$ cat config.mk
export PLATFORM = sky130hd
export DESIGN_NAME = ddr4_dqs_dir_tracker_flat
export DESIGN_NICKNAME = d
export VERILOG_FILES = /design/src/rtl/ddr4_dqs_dir_tracker_pkg.sv /design/src/rtl/ddr4_dqs_dir_tracker_if.sv /design/src/rtl/ddr4_dqs_dir_lane.sv /design/src/rtl/ddr4_dqs_dir_tracker.sv /design/src/flat_wrapper.sv
export SDC_FILE = /design/constraint.sdc
export NUM_CORES = 1
export LEC_CHECK = 0
export BUFFER_PORTS_ARGS = -buffer_cell sky130_fd_sc_hd__buf_4
export CAP_MARGIN = 5
export CORE_ASPECT_RATIO = 0.75
export CORE_MARGIN = 2
export CORE_UTILIZATION = 61
export CTS_BUF_LIST = sky130_fd_sc_hd__clkbuf_4 sky130_fd_sc_hd__clkbuf_8
export DETAILED_ROUTE_END_ITERATION = 7
export GPL_ROUTABILITY_DRIVEN = 0
export PLACE_DENSITY = 0.78
export SYNTH_ARGS = -nofsm -noshare
export SYNTH_HDL_FRONTEND = slang
export SYNTH_SLANG_ARGS = --single-unit
$ cat constraint.sdc
create_clock -name clk -period 2.4 [get_ports clk]
set_input_delay 0.24 -clock clk [delete_from_list [all_inputs] [get_ports clk]]
set_output_delay 0.24 -clock clk [all_outputs]
set_load 0.05 [all_outputs]
$ cat src/rtl/ddr4_dqs_dir_tracker_pkg.sv
// rtl/ddr4_dqs_dir_tracker_pkg.sv - shared types and helpers for the DQS direction tracker
package ddr4_dqs_dir_pkg;

    localparam int CNT_W_DEF = 8;

    typedef enum logic [2:0] {
        ST_IDLE   = 3'd0,
        ST_WR_ARM = 3'd1,
        ST_WR     = 3'd2,
        ST_RD_ARM = 3'd3,
        ST_RD     = 3'd4,
        ST_GAP    = 3'd5
    } lane_state_e;

    // Only a clean complementary pair counts; X, Z or equal levels are undriven.
    function automatic logic dqs_driven(input logic t, input logic c);
        return ((t === 1'b1) && (c === 1'b0)) || ((t === 1'b0) && (c === 1'b1));
    endfunction

endpackage

$ cat src/rtl/ddr4_dqs_dir_tracker_if.sv
// rtl/ddr4_dqs_dir_tracker_if.sv - DQS sample inputs and per-lane direction outputs
interface ddr4_dqs_dir_tracker_if #(
    parameter int MC_DQS_BITS = 4
);
    logic                   enable;
    logic                   conflict_clr;
    logic [MC_DQS_BITS-1:0] mc_dqs_t;
    logic [MC_DQS_BITS-1:0] mc_dqs_c;
    logic [MC_DQS_BITS-1:0] mem_dqs_t;
    logic [MC_DQS_BITS-1:0] mem_dqs_c;
    logic [MC_DQS_BITS-1:0] wr_drive;
    logic [MC_DQS_BITS-1:0] rd_drive;
    logic [MC_DQS_BITS-1:0] busy;
    logic [MC_DQS_BITS-1:0] conflict;

    modport master (
        output enable, conflict_clr, mc_dqs_t, mc_dqs_c, mem_dqs_t, mem_dqs_c,
        input  wr_drive, rd_drive, busy, conflict
    );

    modport slave (
        input  enable, conflict_clr, mc_dqs_t, mc_dqs_c, mem_dqs_t, mem_dqs_c,
        output wr_drive, rd_drive, busy, conflict
    );
endinterface

$ cat src/rtl/ddr4_dqs_dir_lane.sv
// rtl/ddr4_dqs_dir_lane.sv - one nibble's direction FSM with preamble, postamble and guard counting
module ddr4_dqs_dir_lane
    import ddr4_dqs_dir_pkg::*;
#(
    parameter int PRE_CYCLES  = 2,
    parameter int IDLE_CYCLES = 4,
    parameter int GAP_CYCLES  = 1,
    parameter int CNT_W       = CNT_W_DEF
) (
    input  logic clk,
    input  logic reset,
    input  logic enable,
    input  logic conflict_clr,
    input  logic mc_t,
    input  logic mc_c,
    input  logic mem_t,
    input  logic mem_c,
    output logic wr_drive,
    output logic rd_drive,
    output logic busy,
    output logic conflict
);
    localparam logic [CNT_W-1:0] PRE_W  = CNT_W'(PRE_CYCLES);
    localparam logic [CNT_W-1:0] IDLE_W = CNT_W'(IDLE_CYCLES);
    localparam logic [CNT_W-1:0] GAP_W  = CNT_W'(GAP_CYCLES);

    lane_state_e       state, state_n;
    logic [CNT_W-1:0]  cnt, cnt_n, cnt_inc;
    logic              mc_on, mem_on, own_on, opp_on, conf_set;

    always_comb begin
        mc_on   = dqs_driven(mc_t, mc_c);
        mem_on  = dqs_driven(mem_t, mem_c);
        own_on  = (state == ST_RD_ARM || state == ST_RD) ? mem_on : mc_on;
        opp_on  = (state == ST_RD_ARM || state == ST_RD) ? mc_on : mem_on;
        // cnt_inc counts the current sample too, so thresholds compare against it
        cnt_inc = (cnt == '1) ? cnt : cnt + 1'b1;
        state_n  = state;
        cnt_n    = cnt;
        conf_set = 1'b0;
        if (!enable) begin
            state_n = ST_IDLE;
            cnt_n   = '0;
        end else begin
            case (state)
                ST_IDLE: begin
                    if (mc_on && mem_on) begin
                        conf_set = 1'b1;
                    end else if (mc_on || mem_on) begin
                        if (PRE_CYCLES <= 1) begin
                            state_n = mc_on ? ST_WR : ST_RD;
                            cnt_n   = '0;
                        end else begin
                            state_n = mc_on ? ST_WR_ARM : ST_RD_ARM;
                            cnt_n   = {{(CNT_W-1){1'b0}}, 1'b1};
                        end
                    end
                end
                ST_WR_ARM, ST_RD_ARM: begin
                    if (opp_on) begin
                        conf_set = 1'b1;
                        state_n  = ST_IDLE;
                        cnt_n    = '0;
                    end else if (!own_on) begin
                        state_n = ST_IDLE;
                        cnt_n   = '0;
                    end else if (cnt_inc >= PRE_W) begin
                        state_n = (state == ST_WR_ARM) ? ST_WR : ST_RD;
                        cnt_n   = '0;
                    end else begin
                        cnt_n = cnt_inc;
                    end
                end
                // The opposite side is the delay model's own echo while a direction is held.
                ST_WR, ST_RD: begin
                    if (own_on) begin
                        cnt_n = '0;
                    end else if (cnt_inc >= IDLE_W) begin
                        state_n = (GAP_CYCLES == 0) ? ST_IDLE : ST_GAP;
                        cnt_n   = '0;
                    end else begin
                        cnt_n = cnt_inc;
                    end
                end
                ST_GAP: begin
                    if (cnt_inc >= GAP_W) begin
                        state_n = ST_IDLE;
                        cnt_n   = '0;
                    end else begin
                        cnt_n = cnt_inc;
                    end
                end
                default: begin
                    state_n = ST_IDLE;
                    cnt_n   = '0;
                end
            endcase
        end
    end

    always_ff @(posedge clk) begin
        if (reset) begin
            state    <= ST_IDLE;
            cnt      <= '0;
            conflict <= 1'b0;
        end else begin
            state <= state_n;
            cnt   <= cnt_n;
            if (conf_set)
                conflict <= 1'b1;
            else if (conflict_clr)
                conflict <= 1'b0;
        end
    end

    assign wr_drive = (state == ST_WR);
    assign rd_drive = (state == ST_RD);
    assign busy     = (state != ST_IDLE);
endmodule

$ cat src/rtl/ddr4_dqs_dir_tracker.sv
// rtl/ddr4_dqs_dir_tracker.sv - per-nibble DQS direction tracker driving the data-buffer delay model
module ddr4_dqs_dir_tracker
    import ddr4_dqs_dir_pkg::*;
#(
    parameter int MC_DQS_BITS = 4,
    parameter int PRE_CYCLES  = 2,
    parameter int IDLE_CYCLES = 4,
    parameter int GAP_CYCLES  = 1,
    parameter int CNT_W       = CNT_W_DEF
) (
    input  logic                    clk,
    input  logic                    reset,
    ddr4_dqs_dir_tracker_if.slave   bus
);
    for (genvar i = 0; i < MC_DQS_BITS; i++) begin : g_lane
        ddr4_dqs_dir_lane #(
            .PRE_CYCLES  (PRE_CYCLES),
            .IDLE_CYCLES (IDLE_CYCLES),
            .GAP_CYCLES  (GAP_CYCLES),
            .CNT_W       (CNT_W)
        ) u_lane (
            .clk          (clk),
            .reset        (reset),
            .enable       (bus.enable),
            .conflict_clr (bus.conflict_clr),
            .mc_t         (bus.mc_dqs_t[i]),
            .mc_c         (bus.mc_dqs_c[i]),
            .mem_t        (bus.mem_dqs_t[i]),
            .mem_c        (bus.mem_dqs_c[i]),
            .wr_drive     (bus.wr_drive[i]),
            .rd_drive     (bus.rd_drive[i]),
            .busy         (bus.busy[i]),
            .conflict     (bus.conflict[i])
        );
    end
endmodule

$ cat src/flat_wrapper.sv
// flat-port wrapper written by rule: the top's interface ports become plain ports
module ddr4_dqs_dir_tracker_flat import ddr4_dqs_dir_pkg::*;
#(
    parameter int MC_DQS_BITS = 4,
    parameter int PRE_CYCLES  = 2,
    parameter int IDLE_CYCLES = 4,
    parameter int GAP_CYCLES  = 1,
    parameter int CNT_W       = CNT_W_DEF
)
  (clk, reset, bus_enable, bus_conflict_clr, bus_mc_dqs_t, bus_mc_dqs_c, bus_mem_dqs_t, bus_mem_dqs_c, bus_wr_drive, bus_rd_drive, bus_busy, bus_conflict);
  ddr4_dqs_dir_tracker_if #(.MC_DQS_BITS(MC_DQS_BITS)) bus_i ();
  input  logic clk;
  input  logic reset;
  input wire logic [$bits(bus_i.enable)-1:0] bus_enable;
  input wire logic [$bits(bus_i.conflict_clr)-1:0] bus_conflict_clr;
  input wire logic [$bits(bus_i.mc_dqs_t)-1:0] bus_mc_dqs_t;
  input wire logic [$bits(bus_i.mc_dqs_c)-1:0] bus_mc_dqs_c;
  input wire logic [$bits(bus_i.mem_dqs_t)-1:0] bus_mem_dqs_t;
  input wire logic [$bits(bus_i.mem_dqs_c)-1:0] bus_mem_dqs_c;
  output wire logic [$bits(bus_i.wr_drive)-1:0] bus_wr_drive;
  output wire logic [$bits(bus_i.rd_drive)-1:0] bus_rd_drive;
  output wire logic [$bits(bus_i.busy)-1:0] bus_busy;
  output wire logic [$bits(bus_i.conflict)-1:0] bus_conflict;
  assign bus_i.enable = bus_enable;
  assign bus_i.conflict_clr = bus_conflict_clr;
  assign bus_i.mc_dqs_t = bus_mc_dqs_t;
  assign bus_i.mc_dqs_c = bus_mc_dqs_c;
  assign bus_i.mem_dqs_t = bus_mem_dqs_t;
  assign bus_i.mem_dqs_c = bus_mem_dqs_c;
  assign bus_wr_drive = bus_i.wr_drive;
  assign bus_rd_drive = bus_i.rd_drive;
  assign bus_busy = bus_i.busy;
  assign bus_conflict = bus_i.conflict;
  ddr4_dqs_dir_tracker #(.MC_DQS_BITS(MC_DQS_BITS), .PRE_CYCLES(PRE_CYCLES), .IDLE_CYCLES(IDLE_CYCLES), .GAP_CYCLES(GAP_CYCLES), .CNT_W(CNT_W)) u_core (.clk(clk), .reset(reset), .bus(bus_i));
endmodule
Word level (Yosys, flattened, before mapping)
Index checks and enable logic that the tools add are counted.
- flip-flop bits (word level): 48
- input port bits: 20
- output and inout bits: 16
- word-level logic and storage cells: 287
- $add $sub $neg: 4
- order comparisons: 12
- equality and inequality tests: 80
- multiplexer cells: 113
- bitwise gates (word level): 1
- reduce and logical (&&, ||, !) cells: 65
- operator list (kind ; count):
    8-bit two-way mux ; 36
    8-bit one-hot mux with 4 select lines ; 4
    3-bit two-way mux ; 36
    3-bit one-hot mux with 4 select lines ; 4
    2-bit != test (second input constant) ; 20
    8-bit by 1-bit adder with 8-bit output (second input constant) ; 4
    8-bit == test (second input constant) ; 4
    1-bit === test (second input constant) ; 32
    8-bit by 1-bit >= comparator with 1-bit output (second input constant) ; 4
    8-bit by 2-bit >= comparator with 1-bit output (second input constant) ; 4
    8-bit by 3-bit >= comparator with 1-bit output (second input constant) ; 4
    1-bit two-way mux ; 25
    3-bit by 2-bit == test with 1-bit output (second input constant) ; 8
    3-bit == test (second input constant) ; 8
    6-bit AND reduction ; 4
    1-bit logical AND ; 20
    2-bit OR reduction ; 9
    1-bit logical OR ; 16
    4-bit != test (second input constant) ; 4
    3-bit by 1-bit == test with 1-bit output (second input constant) ; 4
    3-bit logical NOT ; 4
    3-bit nonzero test ; 4
    2-bit two-way mux ; 4
    1-bit one-hot mux with 2 select lines ; 4
    other kinds (3) ; 9

Logic depth before layout (Yosys ltp)
Gate-level depths: netlist of the first run.
- depth after elaboration: 8
- gate-level depth with buffers: 8
- gate-level depth less buffers: 7

Cells and area by module
Synthesis of the first run repeated with hierarchy kept, for this count alone.
- cells, all modules: 440
- area total of the unflattened synthesis: 3518.4 µm²
- by module, submodules not included (module ; instances ; cells an instance ; area each (µm²) ; sequential area each (µm²)):
    ddr4_dqs_dir_lane at u_core.g_lane[0].u_lane ... ; 3 ; 106 ; 869.6 ; 240.2
    ddr4_dqs_dir_lane at u_core.g_lane[3].u_lane ; 1 ; 122 ; 909.6 ; 240.2

Worst setup path before layout of the first run
Ideal clock, no wire load.
- path kind: reg2reg
- start point: register u_core.g_lane[1].u_lane.cnt[0]
- end point: register u_core.g_lane[1].u_lane.state[0]
- library setup time: 0.069 ns
- data arrival time: 2.070 ns
- data required time: 2.331 ns
- setup slack: 0.261 ns
- cell stages (with the launch flop): 8
- buffers on the path: 0
- clock period less this slack: 2.139 ns
- cell sequence: dfxtp_1 -> ha_1 -> nand4_4 -> or4_1 -> a21oi_1 -> nor4_1 -> or4b_1 -> o21ai_1
- word-level cells in the longest chain between the ends: 5
- elaborated cells on any way between the ends: 10
- classes of those cells: add/sub: 1; order compare: 3; eq/ne: 4; mux: 1; reduce/logical: 1
- RTL lines (what ; line ; RTL):
    from (decl) ; ddr4_dqs_dir_lane.sv:28 ; logic [CNT_W-1:0] cnt, cnt_n, cnt_inc;
    from (signal assigned) ; ddr4_dqs_dir_lane.sv:108 ; cnt <= cnt_n;
    8-bit by 1-bit adder with 8-bit output or 8-bit == test (tied branches) ; ddr4_dqs_dir_lane.sv:37 ; cnt_inc = (cnt == '1) ? cnt : cnt + 1'b1;
    8-bit two-way mux * ; ddr4_dqs_dir_lane.sv:37 ;
    8-bit by 2-bit >= comparator with 1-bit output (tied with other cells) ; ddr4_dqs_dir_lane.sv:67 ; end else if (cnt_inc >= PRE_W) begin
    4-bit != test (no line) or 2-bit != test (tied branches) ; -- ;
    6-bit AND reduction (no line) * ; -- ;
    to (signal assigned) ; ddr4_dqs_dir_lane.sv:107 ; state <= state_n;
    to (decl) ; ddr4_dqs_dir_lane.sv:27 ; lane_state_e state, state_n;
Every way passes the cells marked *; elsewhere a longest branch is shown, timed or not.
A chain may end at the register's enable or synchronous reset.

Final worst setup path of the first run
Ends and elaborated chain as after synthesis.

==> results.txt, run 1 <==
The count of flip-flops with a built-in enable after synthesis is 0, and the number of non-filler instances in the completed layout is 542. From synthesis to final layout, the design area changed by 12.68%. In this run the tightest slew margin relative to its limit is 56.31%.

TritonCTS built the clock tree. The number of H-tree levels is 2. The post-DP HPWL was 5851 µm; the logic depth of the worst register-to-register path was 7. The transition at the pin with the smallest max-transition slack was 0.6471 ns; the leakage power was 1.605 nW. The cell area that synthesis handed to floorplanning was 3455 µm². The clock reaches the later pin of the worst-skew pair after 0.31 ns.

The required arrival time at the worst endpoint was 2.64 ns; the die height was 69.17 µm. After synthesis, the share of flip-flops with an asynchronous set or reset is 0%. Global routing finished with a remaining overflow of 0. The startpoint identified for the worst register-to-register timing path is u_core.g_lane[1].u_lane.cnt[0]$_SDFFE_PP0P_. The cell taking the most area after synthesis was sky130_fd_sc_hd__dfxtp_1. Registers take 962.2 µm².

The total detailed-routing wirelength was 8217 µm; the distinct cell type count of the synthesized netlist was 69. Including well taps, the total number of placed cells is 533. The worst setup path is of the register to register kind.

The tools report the share of synthesized area occupied by flip-flops and latches as 27.82%. The number of flip-flops and latches in the synthesized netlist came out at 48. The mean instance size in the synthesized netlist is 7.781 µm².

First-pass GRT wire length: 13,920 µm. The minimum period implied by the final worst setup slack is 2.289 ns, and the number of detailed-routing iterations run before antenna repair is 5. The tools report the capturing point of the worst reg2reg path as u_core.g_lane[1].u_lane.state[0]$_SDFFE_PP0P_. Across the run, the number of max-cap violations was 0.

After clock tree synthesis, the clock-pin slew on the worst setup and hold paths is 0.09 ns. Derived from the worst setup path, the maximum achievable clock frequency is 436.8 MHz. The run gives 0 as the initial antenna violation count.

Final routed wire length divided by cell count: 15.16 µm. The run finished with clean final reports. The worst setup path is launched from a register.

The count of filler cells inserted in the layout was 448; the final critical-path setup slack was 0.1108 ns. The final max-slew violation count came out at 0. After routing, the total negative slack on setup checks comes to 0 ns. Clock tree synthesis found a total of 48 sinks. The floorplan step set the die width to 90.90 µm. Power spread over the standard cell area amounts to 620.5 nW/µm². The detailed router finished its first iteration with 233 violations. The startpoint identified for the worst hold timing path is reset. Sorting the synthesized cells by how often they occur yields sky130_fd_sc_hd__dfxtp_1, sky130_fd_sc_hd__nor2_1, sky130_fd_sc_hd__nand2_1.

After routing the design area is 3892 µm². The clock arrives with 0.008650 ns of skew. The count of vias placed by the detailed router came out at 3,432. Once the floorplan was initialized, standard cells occupied 63.85% of the core.

Entering global routing, the biggest net connects 19 pins. Data on the critical path arrives at its endpoint at 2.53 ns. The number of hold buffers added after cts was 0; the peak supply drop was 0.0004779 V. The count of boundary I/O pins is 36, and the ratio of cells with drive above 1 in the final layout is 17.56%. Most frequently used cell type in the post-synthesis netlist: sky130_fd_sc_hd__dfxtp_1. By area the synthesized netlist is led by sky130_fd_sc_hd__dfxtp_1, sky130_fd_sc_hd__nor2_1, sky130_fd_sc_hd__and3_1. During placement, the flow inserted port buffers numbering 35. Number of nets with antenna violations after routing: 0. The type of element capturing the critical path is a register. The layout net count was 492; the total number of yosys warnings was 0. The run gives 5 as the number of buffers inserted during clock tree synthesis. The number of antenna repair diodes was 0; the multi-input combinational cell area was 2275 µm².

The cell count after synthesis is 444, and the portion of synthesized cell area occupied by the leading cell type is 27.82%. The fraction of the core area covered by cells at the end of the flow is 71.95%. After detailed placement, the total cell area comes to 3724 µm². The worst hold path passes through 2 cells. The routed via count divided by cell count is 6.332, and the final count of hold timing violations is 0. Along the worst path, the maximum fanout reaches 7.

In the synthesized netlist the dominant register cell turns out to be sky130_fd_sc_hd__dfxtp_1. Area of the placeable core: 5410 µm². The worst path uses 95.39% of the clock period.

Setup slack on the worst reg-to-reg path comes out at 0.11 ns. The number of global-route vias before repair was 3,053. The synthesized net count is 470.

The path class of the tightest hold or removal check is primary input to register. Setup violations remaining at the end of the flow were counted as 0. The DRC violation count after routing was 0. Clock tree synthesis selected as its root buffer the cell sky130_fd_sc_hd__clkbuf_8. The die covers 6287 µm². The tools report the global-route usage over all layers as 26.02%.

The tools report the sink of the worst hold path as u_core.g_lane[2].u_lane.conflict$_SDFFE_PP0P_. The pre-CTS worst setup slack was 0.09079 ns; the count of standard-cell rows was 23. The run gives 2 as the maximum root-to-sink buffer count.
-- worst max path at each step --
| stage | startpoint | endpoint | slack (ns) | cells past startpoint |
|---|---|---|---|---|
| floorplan | u_core.g_lane[1].u_lane.cnt[0]$_SDFFE_PP0P_ | u_core.g_lane[1].u_lane.state[0]$_SDFFE_PP0P_ | 0.26 | 7 |
| detailed placement | u_core.g_lane[0].u_lane.cnt[0]$_SDFFE_PP0P_ | u_core.g_lane[0].u_lane.state[2]$_SDFFE_PP0P_ | 0.09 | 7 |
| global placement | u_core.g_lane[0].u_lane.cnt[0]$_SDFFE_PP0P_ | u_core.g_lane[0].u_lane.state[2]$_SDFFE_PP0P_ | 0.19 | 7 |
| finish | u_core.g_lane[1].u_lane.cnt[0]$_SDFFE_PP0P_ | u_core.g_lane[1].u_lane.state[0]$_SDFFE_PP0P_ | 0.11 | 7 |
| global route | u_core.g_lane[0].u_lane.cnt[0]$_SDFFE_PP0P_ | u_core.g_lane[0].u_lane.state[2]$_SDFFE_PP0P_ | -0.02 | 8 |
| CTS | u_core.g_lane[1].u_lane.cnt[0]$_SDFFE_PP0P_ | u_core.g_lane[1].u_lane.cnt[1]$_SDFFE_PP0P_ | 0.05 | 7 |
-- layout make-up --
| cell class | instances | share of cell area (%) |
|---|---|---|
| Clock buffer | 5 | 1.768 |
| Clock inverter | 3 | 1.768 |
| Inverter | 13 | 1.254 |
| Multi-Input combinational cell | 348 | 58.44 |
| Sequential cell | 48 | 24.72 |
| Tap cell | 75 | 2.411 |
| Timing Repair Buffer | 50 | 9.643 |
-- state kept, by name, indices dropped and copies added, names as in the netlist --
register                       cells
u_core.g_lane.u_lane.state        12
u_core.g_lane.u_lane.conflict      4
u_core.g_lane.u_lane.cnt          32
-- cell usage in the layout (no fill, tap or decap), types with 4 or more instances in the layout --
master / count
sky130_fd_sc_hd__a31oi_1: 4
sky130_fd_sc_hd__or3_1: 8
sky130_fd_sc_hd__xor2_1: 8
sky130_fd_sc_hd__clkbuf_8: 5
sky130_fd_sc_hd__o22ai_1: 4
sky130_fd_sc_hd__nor4_1: 6
sky130_fd_sc_hd__o21ai_0: 21
sky130_fd_sc_hd__and3_1: 25
sky130_fd_sc_hd__nand3_1: 13
sky130_fd_sc_hd__nor2b_1: 6
sky130_fd_sc_hd__nor3_1: 15
sky130_fd_sc_hd__o211ai_1: 8
sky130_fd_sc_hd__and2_1: 4
sky130_fd_sc_hd__nand4_1: 7
sky130_fd_sc_hd__a31o_2: 5
sky130_fd_sc_hd__nand2b_1: 11
sky130_fd_sc_hd__or4_1: 6
sky130_fd_sc_hd__dfxtp_1: 47
sky130_fd_sc_hd__nand2_1: 31
sky130_fd_sc_hd__buf_4: 50
sky130_fd_sc_hd__mux2i_1: 4
sky130_fd_sc_hd__nand3b_1: 6
sky130_fd_sc_hd__a21oi_1: 27
sky130_fd_sc_hd__a21o_1: 4
sky130_fd_sc_hd__ha_1: 6
sky130_fd_sc_hd__inv_1: 13
sky130_fd_sc_hd__xnor2_1: 10
sky130_fd_sc_hd__nor2_1: 42
-- power by group --
group          leakage, nW  internal, mW  switching, mW
clock network       0.0687         0.419          0.285
registers            0.389         0.832         0.0568
logic                 1.15         0.311          0.512
total                 1.61          1.56          0.853
-- worst max-delay path: stages (launching register included) --
cell and delay, ns:
sky130_fd_sc_hd__dfxtp_1 0.34, sky130_fd_sc_hd__ha_1 0.30, sky130_fd_sc_hd__nand4_4 0.17, sky130_fd_sc_hd__or4_1 0.52
sky130_fd_sc_hd__a21oi_1 0.18, sky130_fd_sc_hd__nor4_1 0.10, sky130_fd_sc_hd__or4b_1 0.54, sky130_fd_sc_hd__o21ai_1 0.08
-- kinds of logic after synthesis --
group | count (synthesis) | synth area share [%]
buffers and inverters | 48 | 6.990
XOR/XNOR | 20 | 5.505
flip-flops | 48 | 27.82
AO/OA/AOI/OAI | 123 | 25.46
multiplexers | 4 | 1.159
adder cells (fa/ha/maj) | 6 | 2.173
AND/OR/NAND/NOR | 195 | 30.89
-- metal layers --
layer  global-route usage (%)  wire, µm  up-vias  part of all wire, %
met5                        0         0        -                    0
met4                    5.556        83        0                  1.0
met3                    4.674       515       13                  6.3
met2                    40.30      3709      140                   45
met1                    38.04      3908     1582                   48
li1                         -         -     1697                    -
-- timing repair --
action                                  4_1_cts  5_1_grt
buffers inserted                              0        1
gates resized for setup                       0        6
endpoints found under the setup margin        0        8
-- per-stage QoR --
stage               hold WS [ns]  power [mW]
floorplan                 0.3091       1.515
detailed placement        0.4550       1.710
global route              0.1160       2.524
finish                    0.1256       2.415
CTS                       0.1222       2.405
global placement          0.4564       1.702
Power figures use the tool's default switching activity.
==> run 2, diff against run 1 <==
--- a/config.mk
+++ b/config.mk
@@ -5,15 +5,16 @@
 export SDC_FILE = /design/constraint.sdc
 export NUM_CORES = 1
 export LEC_CHECK = 0
+export ABC_AREA = 1
 export BUFFER_PORTS_ARGS = -buffer_cell sky130_fd_sc_hd__buf_4
 export CAP_MARGIN = 5
 export CORE_ASPECT_RATIO = 0.75
 export CORE_MARGIN = 2
-export CORE_UTILIZATION = 61
+export CORE_UTILIZATION = 62
 export CTS_BUF_LIST = sky130_fd_sc_hd__clkbuf_4 sky130_fd_sc_hd__clkbuf_8
 export DETAILED_ROUTE_END_ITERATION = 7
 export GPL_ROUTABILITY_DRIVEN = 0
-export PLACE_DENSITY = 0.78
+export PLACE_DENSITY = 0.79
 export SYNTH_ARGS = -nofsm -noshare
 export SYNTH_HDL_FRONTEND = slang
 export SYNTH_SLANG_ARGS = --single-unit
==> results.txt, run 2 <==
The tools report the element type at the critical path start as a register (unchanged). The tools report the clock tree root buffer cell as sky130_fd_sc_hd__clkbuf_8 (unchanged). The leakage power was 1.832 nW (was 1.605 nW). The number of global-route vias before repair is 3,334 (was 3,053), and the number of flip-flops and latches in the synthesized netlist is 48 (unchanged). The run gives 6057 µm (was 5851 µm) as the post-DP HPWL.

The largest register by flop count is u_core.g_lane.u_lane.cnt (unchanged). The maximum fanout encountered on the critical timing path came out at 8 (was 7). The storage element area is 960.9 µm² (was 962.2 µm²). The mean instance size in the synthesized netlist came out at 6.195 µm² (was 7.781 µm²).

The total setup buffers inserted after CTS is 0 (unchanged). Type of element capturing the critical path: a register (unchanged). The setup skew after layout is 0.007937 ns (was 0.008650 ns).

The most frequently used cell type in the post-synthesis netlist is sky130_fd_sc_hd__nand2_1 (was sky130_fd_sc_hd__dfxtp_1). First-pass GRT wire length: 13,940 µm (was 13,920 µm). The longest individual stage delay on the worst path is 0.44 ns (was 0.54 ns).

The portion of synthesized cell area occupied by the leading cell type is 26.29% (was 27.82%), and the ratio of cells with drive above 1 in the final layout is 16.59% (was 17.56%). The worst path arrival time was 2.31 ns (was 2.53 ns); the number of violations reported at the end of detailed-routing iteration 0 was 220 (was 233). Post-cts repair resize count: 0 (unchanged). The clock-pin transition on the worst setup and hold timing paths came out at 0.10 ns (was 0.09 ns). The peak supply drop is 0.0005593 V (was 0.0004779 V), and the count of filler cells inserted in the layout is 534 (was 448).

The count of max-cap constraint violations came out at 0 (unchanged). The total negative slack for setup checks is 0 ns (unchanged). The logs give 0 (unchanged) for the number of hold buffers added after cts and 0 (unchanged) for the final setup violation count.

Area of the placeable core: 5766 µm² (was 5410 µm²). The total number of yosys warnings is 0 (unchanged). The number of nets with antenna violations after routing is 0 (unchanged). Setup repair after global routing left no endpoint under its margin.

The count of buffering cells on the critical path with inverters included came out at 2 (was 0). The highest clock frequency the design can meet was 489.7 MHz (was 436.8 MHz). The power density over the cells was 858.1 nW/µm² (was 620.5 nW/µm²); the final routed wire length divided by cell count was 11.42 µm (was 15.16 µm). The fraction of registers with async set/reset was 0% (unchanged). The tools report the number of buffers inserted during clock tree synthesis as 5 (unchanged). The flow ran to the end, and the final reports show no timing, DRC or antenna violations.

The tools report the cell count after synthesis as 590 (was 444). The tools report the final count of hold timing violations as 0 (unchanged). The tools report the total detailed-routing wirelength as 7916 µm (was 8217 µm). Layout overhead on the synthesized area: 9.688% (was 12.68%). The kind of critical path was register to register (unchanged). TritonCTS built the clock tree. The final max-slew violation count was 0 (unchanged). Post-synthesis cell area: 3655 µm² (was 3455 µm²).

The most common cell after layout, fill and taps aside is sky130_fd_sc_hd__nand2_1 (was sky130_fd_sc_hd__buf_4). The horizontal extent of the die came out at 92.66 µm (was 90.90 µm). Number of antenna repair diodes: 0 (unchanged). Most used cells in the layout excluding fill and tap cells: sky130_fd_sc_hd__nand2_1, sky130_fd_sc_hd__inv_1, sky130_fd_sc_hd__nor2_1 (was sky130_fd_sc_hd__buf_4, sky130_fd_sc_hd__dfxtp_1, sky130_fd_sc_hd__nor2_1).

The die height was 70.49 µm (was 69.17 µm); the worst slew slack as a fraction of its limit was 27.88% (was 56.31%). The dominant register cell in the synthesized netlist is sky130_fd_sc_hd__dfxtp_1 (unchanged). The fraction of the cycle the final worst path needs is 85.09% (was 95.39%). The routed via count divided by cell count works out to 5.317 (was 6.332). The critical path's slowest cell was sky130_fd_sc_hd__dfxtp_1 (was sky130_fd_sc_hd__or4b_1). The minimum period implied by the final worst setup slack came out at 2.042 ns (was 2.289 ns). The tools report the count of boundary I/O pins as 36 (unchanged). For the count of vias placed by the detailed router, the log shows 3,685 (was 3,432). For the required arrival time at the worst endpoint, the log shows 2.67 ns (was 2.64 ns).

The number of H-tree levels is 2 (unchanged), and the number of port buffers is 35 (unchanged). The transition at the pin with the smallest max-transition slack works out to 1.081 ns (was 0.6471 ns). Most area-consuming cells after synthesis: sky130_fd_sc_hd__dfxtp_1, sky130_fd_sc_hd__nand2_1, sky130_fd_sc_hd__inv_1 (was sky130_fd_sc_hd__dfxtp_1, sky130_fd_sc_hd__nor2_1, sky130_fd_sc_hd__and3_1). Critical path, cell by cell: ha_1 -> inv_1 -> nor2_4 -> nand2_2 -> nand2_1 -> o21ai_1 -> nor2_1 -> nand3_1 -> o21ai_1 -> nand2_1 -> a31oi_1 -> nand2_1 -> inv_1 (was ha_1 -> nand4_4 -> or4_1 -> a21oi_1 -> nor4_1 -> or4b_1 -> o21ai_1).

The synthesized net count was 616 (was 470); the count of flip-flops with a built-in enable after synthesis was 0 (unchanged). For the fraction of the core area covered by cells at the end of the flow, the log shows 69.53% (was 71.95%). Class of the tightest hold or removal check: primary input to register (unchanged). The run gives 0 (unchanged) as the global route total overflow. Largest registers: u_core.g_lane.u_lane.cnt x32, u_core.g_lane.u_lane.state x12, u_core.g_lane.u_lane.conflict x4 (unchanged).

The clock latency on the worst-skew pair was 0.32 ns (was 0.31 ns). The run gives 26.29% (was 27.82%) as the share of synthesized area occupied by flip-flops and latches. The global-route usage over all layers was 25.64% (was 26.02%); the maximum root-to-sink buffer count was 2 (unchanged).

For the count of standard-cell rows, the log shows 24 (was 23). The tools report the multi-input combinational cell area as 2216 µm² (was 2275 µm²). The initial core utilization is 63.39% (was 63.85%).

Post-synth top cells: sky130_fd_sc_hd__nand2_1, sky130_fd_sc_hd__inv_1, sky130_fd_sc_hd__nor2_1 (was sky130_fd_sc_hd__dfxtp_1, sky130_fd_sc_hd__nor2_1, sky130_fd_sc_hd__nand2_1). The number of detailed-routing iterations run before antenna repair is 5 (unchanged). DRC violation count after routing: 0 (unchanged).

The cell type group with the largest total delay on the critical path was simple AND/OR/NAND/NOR gates (unchanged). The maximum number of pins on one net before global-route repair was 34 (was 19). TritonCTS sink count: 48 (unchanged). For the layout net count, the log shows 640 (was 492).

Dominant cell type by count on the critical path: sky130_fd_sc_hd__nand2_1. The logs give 6531 µm² (was 6287 µm²) for the die outline area and 0 (unchanged) for the initial antenna violation count. The run gives 38 (was 69) as the distinct cell type count of the synthesized netlist.

The cell taking the most area after synthesis is sky130_fd_sc_hd__dfxtp_1 (unchanged). The number of flip-flops in the largest register works out to 32 (unchanged).
==> run 2: power breakdown <==
part / internal, mW / total (mW) / switching, mW
registers: 0.880 / 0.988 / 0.108
logic: 0.573 / 1.83 / 1.26
clock network: 0.314 / 0.618 / 0.304
==> run 2: worst paths after layout <==
kind                                              endpoint  slack, ns                                     startpoint  cells after the start
max          u_core.g_lane[0].u_lane.state[0]$_SDFFE_PP0P_       0.36    u_core.g_lane[0].u_lane.cnt[0]$_SDFFE_PP0P_                     13
max reg2reg  u_core.g_lane[0].u_lane.state[0]$_SDFFE_PP0P_       0.36    u_core.g_lane[0].u_lane.cnt[0]$_SDFFE_PP0P_                     13
min          u_core.g_lane[0].u_lane.conflict$_SDFFE_PP0P_       0.14                               bus_conflict_clr                      2
min reg2reg  u_core.g_lane[1].u_lane.conflict$_SDFFE_PP0P_       0.46  u_core.g_lane[1].u_lane.conflict$_SDFFE_PP0P_                      2
==> run 2: area by class of cell <==
type                            count  share of cell area [%]
Tap cell                           78                   2.434
Multi-Input combinational cell    431                   55.27
Clock inverter                      3                   1.155
Timing Repair Buffer               37                   6.929
Sequential cell                    48                   23.97
Clock buffer                        5                   1.717
Inverter                           91                   8.521
==> run 2: cells by family (layout without fill, tap and decap cells) <==
logic type	count (synthesis)	after routing	synth area share (%)
simple gates	352	352	45.43
fa+ha+maj	6	6	2.054
xor+xnor	15	15	3.595
flops	48	48	26.29
compound gates	58	58	9.552
buf+inv	111	136	13.08
==> run 2: routing by layer <==
metal / global-route usage (%) / routed length (µm)
met5: 0 / 0
met4: 8.170 / 107
met3: 4.315 / 400
met2: 42.09 / 3655
met1: 34.49 / 3752
==> run 2: through the flow <==
stage | total power [mW] | worst slack [ns] | cells | cell area [µm²] | hold slack [ns]
after floorplan | 2.516 | 0.6818 | 590 | 3655 | 0.3316
after global placement | 2.789 | 0.5042 | 685 | 3894 | 0.4500
after detailed placement | 2.815 | 0.4736 | 685 | 3894 | 0.4491
after CTS | 3.435 | 0.3496 | 693 | 4009 | 0.1387
after global routing | 3.695 | 0.08412 | 693 | 4009 | 0.1273
final | 3.440 | 0.3577 | 693 | 4009 | 0.1380
